File: src/rtl/ro_seq_pkg.sv
// Shared types and constants for the ring-oscillator measurement sequencer.
// RO_SEQ_CHECKSUM_EN adds a trailing XOR checksum byte to each frame.
package ro_seq_pkg;

  typedef enum logic [2:0] {
    ST_IDLE,
    ST_SETTLE,
    ST_GATE,
    ST_HOLD,
    ST_ACCUM,
    ST_SEND
  } seq_state_t;

  localparam logic [7:0] CMD_MEAS = 8'h4D;
  localparam logic [7:0] CMD_CONT = 8'h43;
  localparam logic [7:0] CMD_STOP = 8'h53;

  localparam logic [7:0] HDR_OK  = 8'hA5;
  localparam logic [7:0] HDR_SAT = 8'hA7;

`ifdef RO_SEQ_CHECKSUM_EN
  localparam int unsigned FRAME_LEN = 6;
`else
  localparam int unsigned FRAME_LEN = 5;
`endif

  localparam int unsigned BYTE_IDX_W = 3;

endpackage

File: src/rtl/ro_frame_tx.sv
// Result frame byte selection and UART transmit handshake.
// RO_SEQ_CHECKSUM_EN appends the XOR of the first five bytes.
module ro_frame_tx
  import ro_seq_pkg::*;
(
  input  logic                  clk,
  input  logic                  reset,
  input  logic                  active,
  input  logic [BYTE_IDX_W-1:0] byte_idx,
  input  logic                  sat,
  input  logic [15:0]           inv_res,
  input  logic [15:0]           nand_res,
  input  logic                  tx_busy,
  output logic                  tx_start,
  output logic [7:0]            tx_data,
  output logic                  frame_done_c
);

  logic       wait_q;
  logic       fire_c;
  logic [7:0] hdr_c;
  logic [7:0] byte_sel_c;

  assign hdr_c = sat ? HDR_SAT : HDR_OK;

`ifdef RO_SEQ_CHECKSUM_EN
  logic [7:0] csum_c;
  assign csum_c = hdr_c ^ inv_res[15:8] ^ inv_res[7:0] ^ nand_res[15:8] ^ nand_res[7:0];
`endif

  always_comb begin
    byte_sel_c = 8'h00;
    case (byte_idx)
      3'd0:    byte_sel_c = hdr_c;
      3'd1:    byte_sel_c = inv_res[15:8];
      3'd2:    byte_sel_c = inv_res[7:0];
      3'd3:    byte_sel_c = nand_res[15:8];
      3'd4:    byte_sel_c = nand_res[7:0];
`ifdef RO_SEQ_CHECKSUM_EN
      3'd5:    byte_sel_c = csum_c;
`endif
      default: byte_sel_c = 8'h00;
    endcase
  end

  // One idle cycle after each start lets the transmitter raise tx_busy before we look again
  assign fire_c       = active && !tx_start && !wait_q && !tx_busy;
  assign frame_done_c = tx_start && (byte_idx == BYTE_IDX_W'(FRAME_LEN - 1));

  always_ff @(posedge clk) begin
    if (reset) begin
      tx_start <= 1'b0;
      wait_q   <= 1'b0;
      tx_data  <= 8'h00;
    end else begin
      tx_start <= fire_c;
      wait_q   <= tx_start;
      tx_data  <= active ? byte_sel_c : 8'h00;
    end
  end

endmodule

File: src/rtl/ro_measure_sequencer.sv
// Sequences inverter/NAND ring-oscillator counting windows, averages them and sends a result frame.
// RO_SEQ_CHECKSUM_EN (see ro_frame_tx) selects the 6-byte checksummed frame.
module ro_measure_sequencer
  import ro_seq_pkg::*;
#(
  parameter int unsigned WINDOW_CYCLES = 10000,
  parameter int unsigned SETTLE_CYCLES = 16,
  parameter int unsigned SAMPLES_LOG2  = 3
) (
  input  logic        clk,
  input  logic        reset,
  input  logic [7:0]  rx_data,
  input  logic        rx_ready,
  input  logic [15:0] count,
  input  logic        tx_busy,
  output logic        en_inv_osc,
  output logic        en_nand_osc,
  output logic        osc_sel,
  output logic        cnt_en,
  output logic        cnt_clear,
  output logic        tx_start,
  output logic [7:0]  tx_data,
  output logic        busy
);

  localparam int unsigned TMR_MAX = (WINDOW_CYCLES > SETTLE_CYCLES) ? WINDOW_CYCLES : SETTLE_CYCLES;
  localparam int unsigned TMR_W   = $clog2(TMR_MAX + 1);
  localparam int unsigned ACC_W   = 16 + SAMPLES_LOG2;
  localparam int unsigned SMP_W   = (SAMPLES_LOG2 > 0) ? SAMPLES_LOG2 : 1;

  localparam logic [TMR_W-1:0] SETTLE_LAST = TMR_W'(SETTLE_CYCLES - 1);
  localparam logic [TMR_W-1:0] WINDOW_LAST = TMR_W'(WINDOW_CYCLES - 1);
  localparam logic [SMP_W-1:0] SMP_LAST    = SMP_W'((1 << SAMPLES_LOG2) - 1);

  seq_state_t            state_q, state_d;
  logic [TMR_W-1:0]      tmr_q, tmr_d;
  logic [SMP_W-1:0]      smp_q, smp_d;
  logic                  osc_q, osc_d;
  logic [ACC_W-1:0]      acc_q, acc_d;
  logic [15:0]           inv_res_q, inv_res_d;
  logic [15:0]           nand_res_q, nand_res_d;
  logic                  cont_q, cont_d;
  logic                  sat_q, sat_d;
  logic [BYTE_IDX_W-1:0] byte_idx_q, byte_idx_d;

  logic             cmd_meas_c, cmd_cont_c, cmd_stop_c;
  logic [ACC_W-1:0] acc_sum_c;
  logic             frame_done_c;
  logic             run_d;

  assign cmd_meas_c = rx_ready && (rx_data == CMD_MEAS);
  assign cmd_cont_c = rx_ready && (rx_data == CMD_CONT);
  assign cmd_stop_c = rx_ready && (rx_data == CMD_STOP);
  assign acc_sum_c  = acc_q + ACC_W'(count);

  always_comb begin
    state_d    = state_q;
    tmr_d      = tmr_q;
    smp_d      = smp_q;
    osc_d      = osc_q;
    acc_d      = acc_q;
    inv_res_d  = inv_res_q;
    nand_res_d = nand_res_q;
    cont_d     = cont_q;
    sat_d      = sat_q;
    byte_idx_d = byte_idx_q;

    if (cmd_stop_c) cont_d = 1'b0;

    case (state_q)
      ST_IDLE: begin
        if (cmd_meas_c || cmd_cont_c) begin
          state_d = ST_SETTLE;
          tmr_d   = '0;
          smp_d   = '0;
          osc_d   = 1'b0;
          acc_d   = '0;
          sat_d   = 1'b0;
          cont_d  = cmd_cont_c;
        end
      end
      ST_SETTLE: begin
        tmr_d = tmr_q + TMR_W'(1);
        if (tmr_q == SETTLE_LAST) begin
          state_d = ST_GATE;
          tmr_d   = '0;
        end
      end
      ST_GATE: begin
        tmr_d = tmr_q + TMR_W'(1);
        if (tmr_q == WINDOW_LAST) begin
          state_d = ST_HOLD;
          tmr_d   = '0;
        end
      end
      ST_HOLD: begin
        tmr_d = tmr_q + TMR_W'(1);
        if (tmr_q == SETTLE_LAST) begin
          state_d = ST_ACCUM;
          tmr_d   = '0;
        end
      end
      ST_ACCUM: begin
        if (count == 16'hFFFF) sat_d = 1'b1;
        state_d = ST_SETTLE;
        tmr_d   = '0;
        acc_d   = acc_sum_c;
        smp_d   = smp_q + SMP_W'(1);
        if (smp_q == SMP_LAST) begin
          acc_d = '0;
          smp_d = '0;
          if (!osc_q) begin
            inv_res_d = 16'(acc_sum_c >> SAMPLES_LOG2);
            osc_d     = 1'b1;
          end else begin
            nand_res_d = 16'(acc_sum_c >> SAMPLES_LOG2);
            state_d    = ST_SEND;
            byte_idx_d = '0;
          end
        end
      end
      ST_SEND: begin
        if (tx_start) byte_idx_d = byte_idx_q + BYTE_IDX_W'(1);
        if (frame_done_c) begin
          // A command arriving with the last handoff is judged by the state we move into
          if (cont_q || cmd_meas_c || cmd_cont_c) begin
            state_d = ST_SETTLE;
            tmr_d   = '0;
            smp_d   = '0;
            osc_d   = 1'b0;
            acc_d   = '0;
            sat_d   = 1'b0;
            if (!cont_q) cont_d = cmd_cont_c;
          end else begin
            state_d = ST_IDLE;
          end
        end
      end
      default: state_d = ST_IDLE;
    endcase
  end

  assign run_d = (state_d == ST_SETTLE) || (state_d == ST_GATE) ||
                 (state_d == ST_HOLD)   || (state_d == ST_ACCUM);

  always_ff @(posedge clk) begin
    if (reset) begin
      state_q     <= ST_IDLE;
      tmr_q       <= '0;
      smp_q       <= '0;
      osc_q       <= 1'b0;
      acc_q       <= '0;
      inv_res_q   <= '0;
      nand_res_q  <= '0;
      cont_q      <= 1'b0;
      sat_q       <= 1'b0;
      byte_idx_q  <= '0;
      en_inv_osc  <= 1'b0;
      en_nand_osc <= 1'b0;
      osc_sel     <= 1'b0;
      cnt_en      <= 1'b0;
      cnt_clear   <= 1'b0;
      busy        <= 1'b0;
    end else begin
      state_q     <= state_d;
      tmr_q       <= tmr_d;
      smp_q       <= smp_d;
      osc_q       <= osc_d;
      acc_q       <= acc_d;
      inv_res_q   <= inv_res_d;
      nand_res_q  <= nand_res_d;
      cont_q      <= cont_d;
      sat_q       <= sat_d;
      byte_idx_q  <= byte_idx_d;
      en_inv_osc  <= run_d && !osc_d;
      en_nand_osc <= run_d && osc_d;
      osc_sel     <= run_d && osc_d;
      cnt_en      <= (state_d == ST_GATE);
      cnt_clear   <= (state_d == ST_SETTLE) && (state_q != ST_SETTLE);
      busy        <= (state_d != ST_IDLE);
    end
  end

  ro_frame_tx u_frame_tx (
    .clk          (clk),
    .reset        (reset),
    .active       (state_q == ST_SEND),
    .byte_idx     (byte_idx_q),
    .sat          (sat_q),
    .inv_res      (inv_res_q),
    .nand_res     (nand_res_q),
    .tx_busy      (tx_busy),
    .tx_start     (tx_start),
    .tx_data      (tx_data),
    .frame_done_c (frame_done_c)
  );

endmodule

File: config.mk
export PLATFORM = sky130hd
export DESIGN_NAME = ro_measure_sequencer
export DESIGN_NICKNAME = d
export VERILOG_FILES = /design/src/rtl/ro_seq_pkg.sv /design/src/rtl/ro_frame_tx.sv /design/src/rtl/ro_measure_sequencer.sv
export SDC_FILE = /design/constraint.sdc
export NUM_CORES = 1
export LEC_CHECK = 0
export ABC_AREA = 0
export BUFFER_PORTS_ARGS = -buffer_cell sky130_fd_sc_hd__clkbuf_2
export CAP_MARGIN = 10
export CELL_PAD_IN_SITES_DETAIL_PLACEMENT = 0
export CELL_PAD_IN_SITES_GLOBAL_PLACEMENT = 1
export CORE_MARGIN = 5
export CORE_UTILIZATION = 41
export DETAILED_ROUTE_END_ITERATION = 10
export PLACE_DENSITY = 0.85
export SYNTH_ARGS = -nofsm -noshare
export SYNTH_HDL_FRONTEND = slang
export SYNTH_HIERARCHICAL = 1
export SYNTH_SLANG_ARGS = --single-unit
File: constraint.sdc
create_clock -name clk -period 2.25 [get_ports clk]
set_input_delay 0.225 -clock clk [delete_from_list [all_inputs] [get_ports clk]]
set_output_delay 0.225 -clock clk [all_outputs]
set_load 0.005 [all_outputs]
# ---- Yosys cells after proc, flatten, opt, wreduce, memory -nomap -nowiden
# Cells that the tools add are included.
dict set report totals {
  reg_bits 92
  latch_bits 0
  ram_bits 0
  rom_bits 0
  inputBits 28
  out_inout_bits 15
  word_cells 133
  memories 0
}
dict set report classes {
  add_sub_neg 4
  multipliers 0
  div_mod_pow 0
  magnitude_cmp 0
  eq_ne 28
  shifts 0
  mux 47
  bitwise_logic 2
  reduce_logical 34
}
# operator count
set op_table {}
lappend op_table {{two-way mux 19 bit} 4}
lappend op_table {{two-way mux 14 bit} 5}
lappend op_table {{one-hot mux 14 bit (5 select lines)} 1}
lappend op_table {{one-hot mux 19 bit (3 select lines)} 1}
lappend op_table {{two-way mux 3 bit} 14}
lappend op_table {{one-hot mux 8 bit (5 select lines)} 1}
lappend op_table {{equality test 8 x 7 -> 1 bit (second input constant)} 3}
lappend op_table {{adder 19 x 16 -> 19 bit} 1}
lappend op_table {{equality test 3 x 2 -> 1 bit (second input constant)} 6}
lappend op_table {{one-hot mux 3 bit (6 select lines)} 1}
lappend op_table {{equality test 16 bit (second input constant)} 1}
lappend op_table {{equality test 3 bit (second input constant)} 5}
lappend op_table {{adder 14 x 1 -> 14 bit (second input constant)} 1}
lappend op_table {{equality test 14 bit (second input constant)} 1}
lappend op_table {{equality test 14 x 4 -> 1 bit (second input constant)} 1}
lappend op_table {{two-way mux 1 bit} 14}
lappend op_table {{!= test 2 bit (second input constant)} 7}
lappend op_table {{AND reduction 4 bit} 3}
lappend op_table {{logical AND 1 bit} 10}
lappend op_table {{equality test 3 x 1 -> 1 bit (second input constant)} 3}
lappend op_table {{one-hot mux 3 bit (3 select lines)} 1}
lappend op_table {{adder 3 x 1 -> 3 bit (second input constant)} 2}
lappend op_table {{logical NOT 3 bit} 2}
lappend op_table {{logical OR 1 bit} 6}
lappend op_table {{13 further kinds} 21}

# ---- Depth between registers and ports, before layout
dict set report logic_depth {
  depth_word 12
  depth_mapped 9
  mapped_depth_nobuf 8
}

# ---- By module
# The synthesis kept the hierarchy.
# module instances cells_each area_each_um2 seq_area_each_um2
set modules_own_cells {}
lappend modules_own_cells {ro_measure_sequencer 1 537 4400.5 1641.6}
lappend modules_own_cells {ro_frame_tx 1 71 601.8 200.2}

# ---- Least setup slack after synthesis
# Ideal clock, no wire load.
dict set report synth_path {
  path_kind {reg2reg}
  startpoint {register acc_q[0]}
  endpoint {register acc_q[14]}
  setup_ns 0.134
  arrival_time_ns 1.967
  required_ns 2.116
  slack_ns 0.149
  path_stages_with_launch 9
  n_path_buf 0
  period_less_slack_ns 2.101
  cell_sequence {dfxtp_1 -> ha_1 -> fa_1 -> a21oi_1 -> o21ai_1 -> a21oi_2 -> nor3b_1 -> o41ai_1 -> o41ai_1}
}
dict set report synth_between {
  elab_chain_cells 3
}
# item line
set synth_rtl {}
lappend synth_rtl {{start: declaration} ro_measure_sequencer.sv:39} ;# logic [ACC_W-1:0] acc_q, acc_d;
lappend synth_rtl {{start signal: assignment} ro_measure_sequencer.sv:152} ;# acc_q <= '0;
lappend synth_rtl {{start signal: assignment} ro_measure_sequencer.sv:169} ;# acc_q <= acc_d;
lappend synth_rtl {{adder 19 x 16 -> 19 bit} ro_measure_sequencer.sv:54} ;# assign acc_sum_c = acc_q + ACC_W'(count);
lappend synth_rtl {{two-way mux 19 bit} ro_measure_sequencer.sv:109} ;# if (smp_q == SMP_LAST) begin
lappend synth_rtl {{one-hot mux 19 bit (3 select lines)} ro_measure_sequencer.sv:70} ;# case (state_q)
# No other way between the ends.
# A chain may end at the register's enable or synchronous reset.

# ---- Final worst setup path
# Ends and elaborated chain as after synthesis.

==> results.md <==
* # fillers at around 1,100
* Synthesis-stage register bit count at 92
* Final Hold Fails at 0
* Post-Synth Simple-Gate Area at between 20% and 30%
* Combinational family with the most area after synthesis: simple AND/OR/NAND/NOR gates
* DR vias at 4,702
* # rows at 40
* Grt total ovfl at 0
* Top Family by Delay on Critical Path: compound AO/OA/AOI/OAI gates
* Drt first pass iters at 5
* Net Sw Frac at between 20% and 30%
* CP Cell Sequence: ha_4, fa_2, a21oi_2, o21ai_2, a21oi_2, buf_4, nor3b_2, o41ai_2, buf_4, o41ai_2
* Vias in the first global route at between 4,000 and 5,000
* Clock skew at around 0.012 ns
* Hold slack at about 0.036 ns
* Slew margin rel. at 60.44%
* Startpoint types: register
* Max Slew Vio Count at 0
* Post-route ant nets at 0
* Crit path capture type: register
* Status: finished, violations left
* Via/cell ratio at between 5 and 6
* DRC viols at 0
* Number of cells in the finished layout apart from fillers at slightly above 800
* Min Tclk post-route at 2.258 ns
* Register area at around 0.0018 mm^2
* Synth Cell Area at between 0.005 and 0.006 mm^2
* Die area at 0.01451 mm^2
* Critical setup path kind: register to register
* Initial Util at a little over two fifths
* PwrDens at about 570 mW/mm^2
* CTS Buf Count at 9
* Fraction of registers with async set or reset after synthesis at 0%
* Post-synthesis mux area share at between 1 and 1.5%
* Share of cells above drive strength 1 at between 20 and 25%
* EDFF count, synth at 0
* Fmax at approximately 440 MHz
* Die H at approximately 120 um
* Worst-path clk slew at ~0.07 ns
* Final Cycle Share at 100.4%
* Register area share after synthesis at between 30% and 40%
* Routed length per instance at 16.55 um
* Layout area overhead at 20.06%
* Largest net degree at the start of global routing at 36
* Diodes inserted at 0
* Worst EP required at approximately 2.5 ns
* Worst skew pair latency at between 0.3 and 0.4 ns
* Syn Nets at 657
* Final Wtd Congestion at ~0.9
* DP HPWL at between 9000 and 10,000 um
* Design Area, Final at roughly 0.006 mm^2
* Failing checks: setup timing
* Port Buffers at 42
* Comb pwr share at 5.3%
* Multi-input logic area at 0.003075 mm^2
* Max Cap Viol at 0
* Peak per-stage delay on the critical path at 0.37 ns
* Inst Count DP at between 700 and 800
* Synth Area in Adders at approximately 5.4%
* H-tree depth reported by CTS at 3
* DRT iter0 DRCs at around 320
* Cell count after synthesis at about 610
* WP buf/inv at 2
* CP Data Arrival Time at between 2 and 2.5 ns
* P_sw at around 0.00080 W
* Synthesized area per cell at between 8 and 9 um^2
* CP max stage cell: fa_2
* P_int at between 0.002 and 0.003 W
* # setup viols final at 3
* Final setup TNS at -0.01877 ns
* RSZ-0062 raised after global routing: true
* Ys flop type: dfxtp_1
* Top-Level Pins at 43
* Max Root-Sink Buffers at 2
* DIE WIDTH at roughly 120 um
* Core Box Area at 0.01196 mm^2
* CTS tree: done
* Setup WS post-layout at -0.007935 ns
* Yosys warning total at 6
* Worst Tran Pin Value at between 0.5 and 0.6 ns
* Initial antenna violation count at 0
* Pleak at 2.422 nW
* Pre-CTS WS at -0.1118 ns
* VDD IR max at about 0.0003 V
* Clock Sinks at between 90 and 100
* Crit-path max FO at 3
* Root Buffer: clkbuf_16
* Cell variety after synth at 75
* Nets at between 700 and 800
* Clock share of power at 46.8%
* First-pass GRT wire length at around 22,000 um
* Flop pwr share at a little under half
* Placed Area at 0.005523 mm^2
* GR Util All Layers at 18.88%
* WL final at ~13,000 um
* Synth Area in Compound Gates at between 20% and 30%
* Post-Synth XOR/XNOR Area at roughly 4.0%
* Type of the worst min-delay path: input pin to register
metal layers:
metal	GRT usage (%)	share of wire [%]	up-vias
met1	26.44	48	2216
li1	-	-	2354
met3	3.648	4.5	22
met2	28.89	45	110
met5	0	0	-
met4	6.870	2.1	0
cell type report:
class / instances / share of cell area (%)
inverter: 10 / 0.6250
clock inverter: 6 / 1.167
sequential: 92 / 30.71
tap: 147 / 3.062
multi-input combinational: 467 / 51.21
clock buffer: 10 / 3.979
timing repair buffer: 83 / 9.250
worst reg2reg max path, cell delays in order, from the launching register on:
cell	delay (ns)
dfxtp_2	0.34
ha_4	0.16
fa_2	0.37
a21oi_2	0.18
o21ai_2	0.08
a21oi_2	0.21
buf_4	0.16
nor3b_2	0.04
o41ai_2	0.34
buf_4	0.18
o41ai_2	0.07
flip-flops by register name, indices dropped and copies added, names as in the netlist, 3 cells and up:
register / cells
u_frame_tx/tx_data: 8
tmr_q: 14
nand_res_q: 16
inv_res_q: 16
byte_idx_q: 3
smp_q: 3
state_q: 3
acc_q: 19
cell families after synthesis:
family	Yosys count
flip-flops	92
multiplexers	5
adder cells (fa/ha/maj)	21
XOR/XNOR	23
buffers and inverters	49
AND/OR/NAND/NOR	252
AO/OA/AOI/OAI	166
timing repair:
item	in CTS	in global routing
gates resized for setup	4	27
hold buffers	0	0
setup buffers	2	4
setup endpoints to repair	8	33
pin swaps	1	12
cell usage after synthesis (5+ instances only):
cell | count | area [um^2]
dfxtp_1 | 92 | 1842
nand2_1 | 58 | 217.7
nor2_1 | 56 | 210.2
a21oi_1 | 44 | 220.2
nand3_1 | 35 | 175.2
o21ai_0 | 25 | 125.1
clkbuf_1 | 24 | 90.09
ha_1 | 20 | 250.2
nand4_1 | 14 | 87.58
xor2_1 | 14 | 122.6
a22oi_1 | 13 | 97.59
and3_1 | 13 | 81.33
nor3_1 | 12 | 60.06
buf_2 | 10 | 50.05
o31ai_1 | 10 | 75.07
xnor2_1 | 9 | 78.83
a31oi_1 | 8 | 50.05
inv_1 | 8 | 30.03
nor2b_1 | 8 | 50.05
nor4_1 | 7 | 43.79
o21a_1 | 7 | 52.55
o21ai_1 | 7 | 35.03
and2_1 | 6 | 37.54
nand3b_1 | 6 | 45.04
or4_1 | 6 | 45.04
o41ai_1 | 5 | 43.79
final timing paths:
kind | slack [ns] | to | from | cells past startpoint
worst max-delay path | -0.008 | acc_q[14] | acc_q[0] | 10
worst min-delay path | 0.04 | u_frame_tx/tx_start | tx_busy | 2
worst max register to register | -0.008 | acc_q[14] | acc_q[0] | 10
worst min register to register | 0.40 | u_frame_tx/tx_start | u_frame_tx/wait_q | 1
metrics by stage:
stage               total power, W  util [%]
detailed placement        0.001834     46.17
global placement          0.001829     46.17
global route              0.003527     50.21
finish                    0.003398     50.21
CTS                       0.003424     49.03
floorplan                 0.001760         -
layout by cell type (no fill, tap or decap), types with 7 or more instances in the layout:
cell type	instances
nand3_1	35
a21oi_1	40
a31oi_1	8
buf_4	38
inv_1	8
nor3_1	11
nor2_1	56
and3_1	13
nand2_1	58
xnor2_1	9
nor4_1	7
a22oi_1	13
dfxtp_1	90
xor2_1	14
clkbuf_2	42
ha_1	13
nor2b_1	8
o31ai_1	10
clkbuf_16	9
o21ai_0	25
nand4_1	14
power by group through the flow:
stage / Clock (W) / Combinational, W / Sequential (W)
5_1_grt: 0.00170 / 0.000197 / 0.00163
2_1_floorplan: 0 / 0.0000942 / 0.00167
3_5_place_dp: 0 / 0.000169 / 0.00167
3_3_place_gp: 0 / 0.000164 / 0.00167
4_1_cts: 0.00162 / 0.000171 / 0.00163
6_report: 0.00159 / 0.000181 / 0.00163
Note: power is estimated with default switching activity, not from simulation.
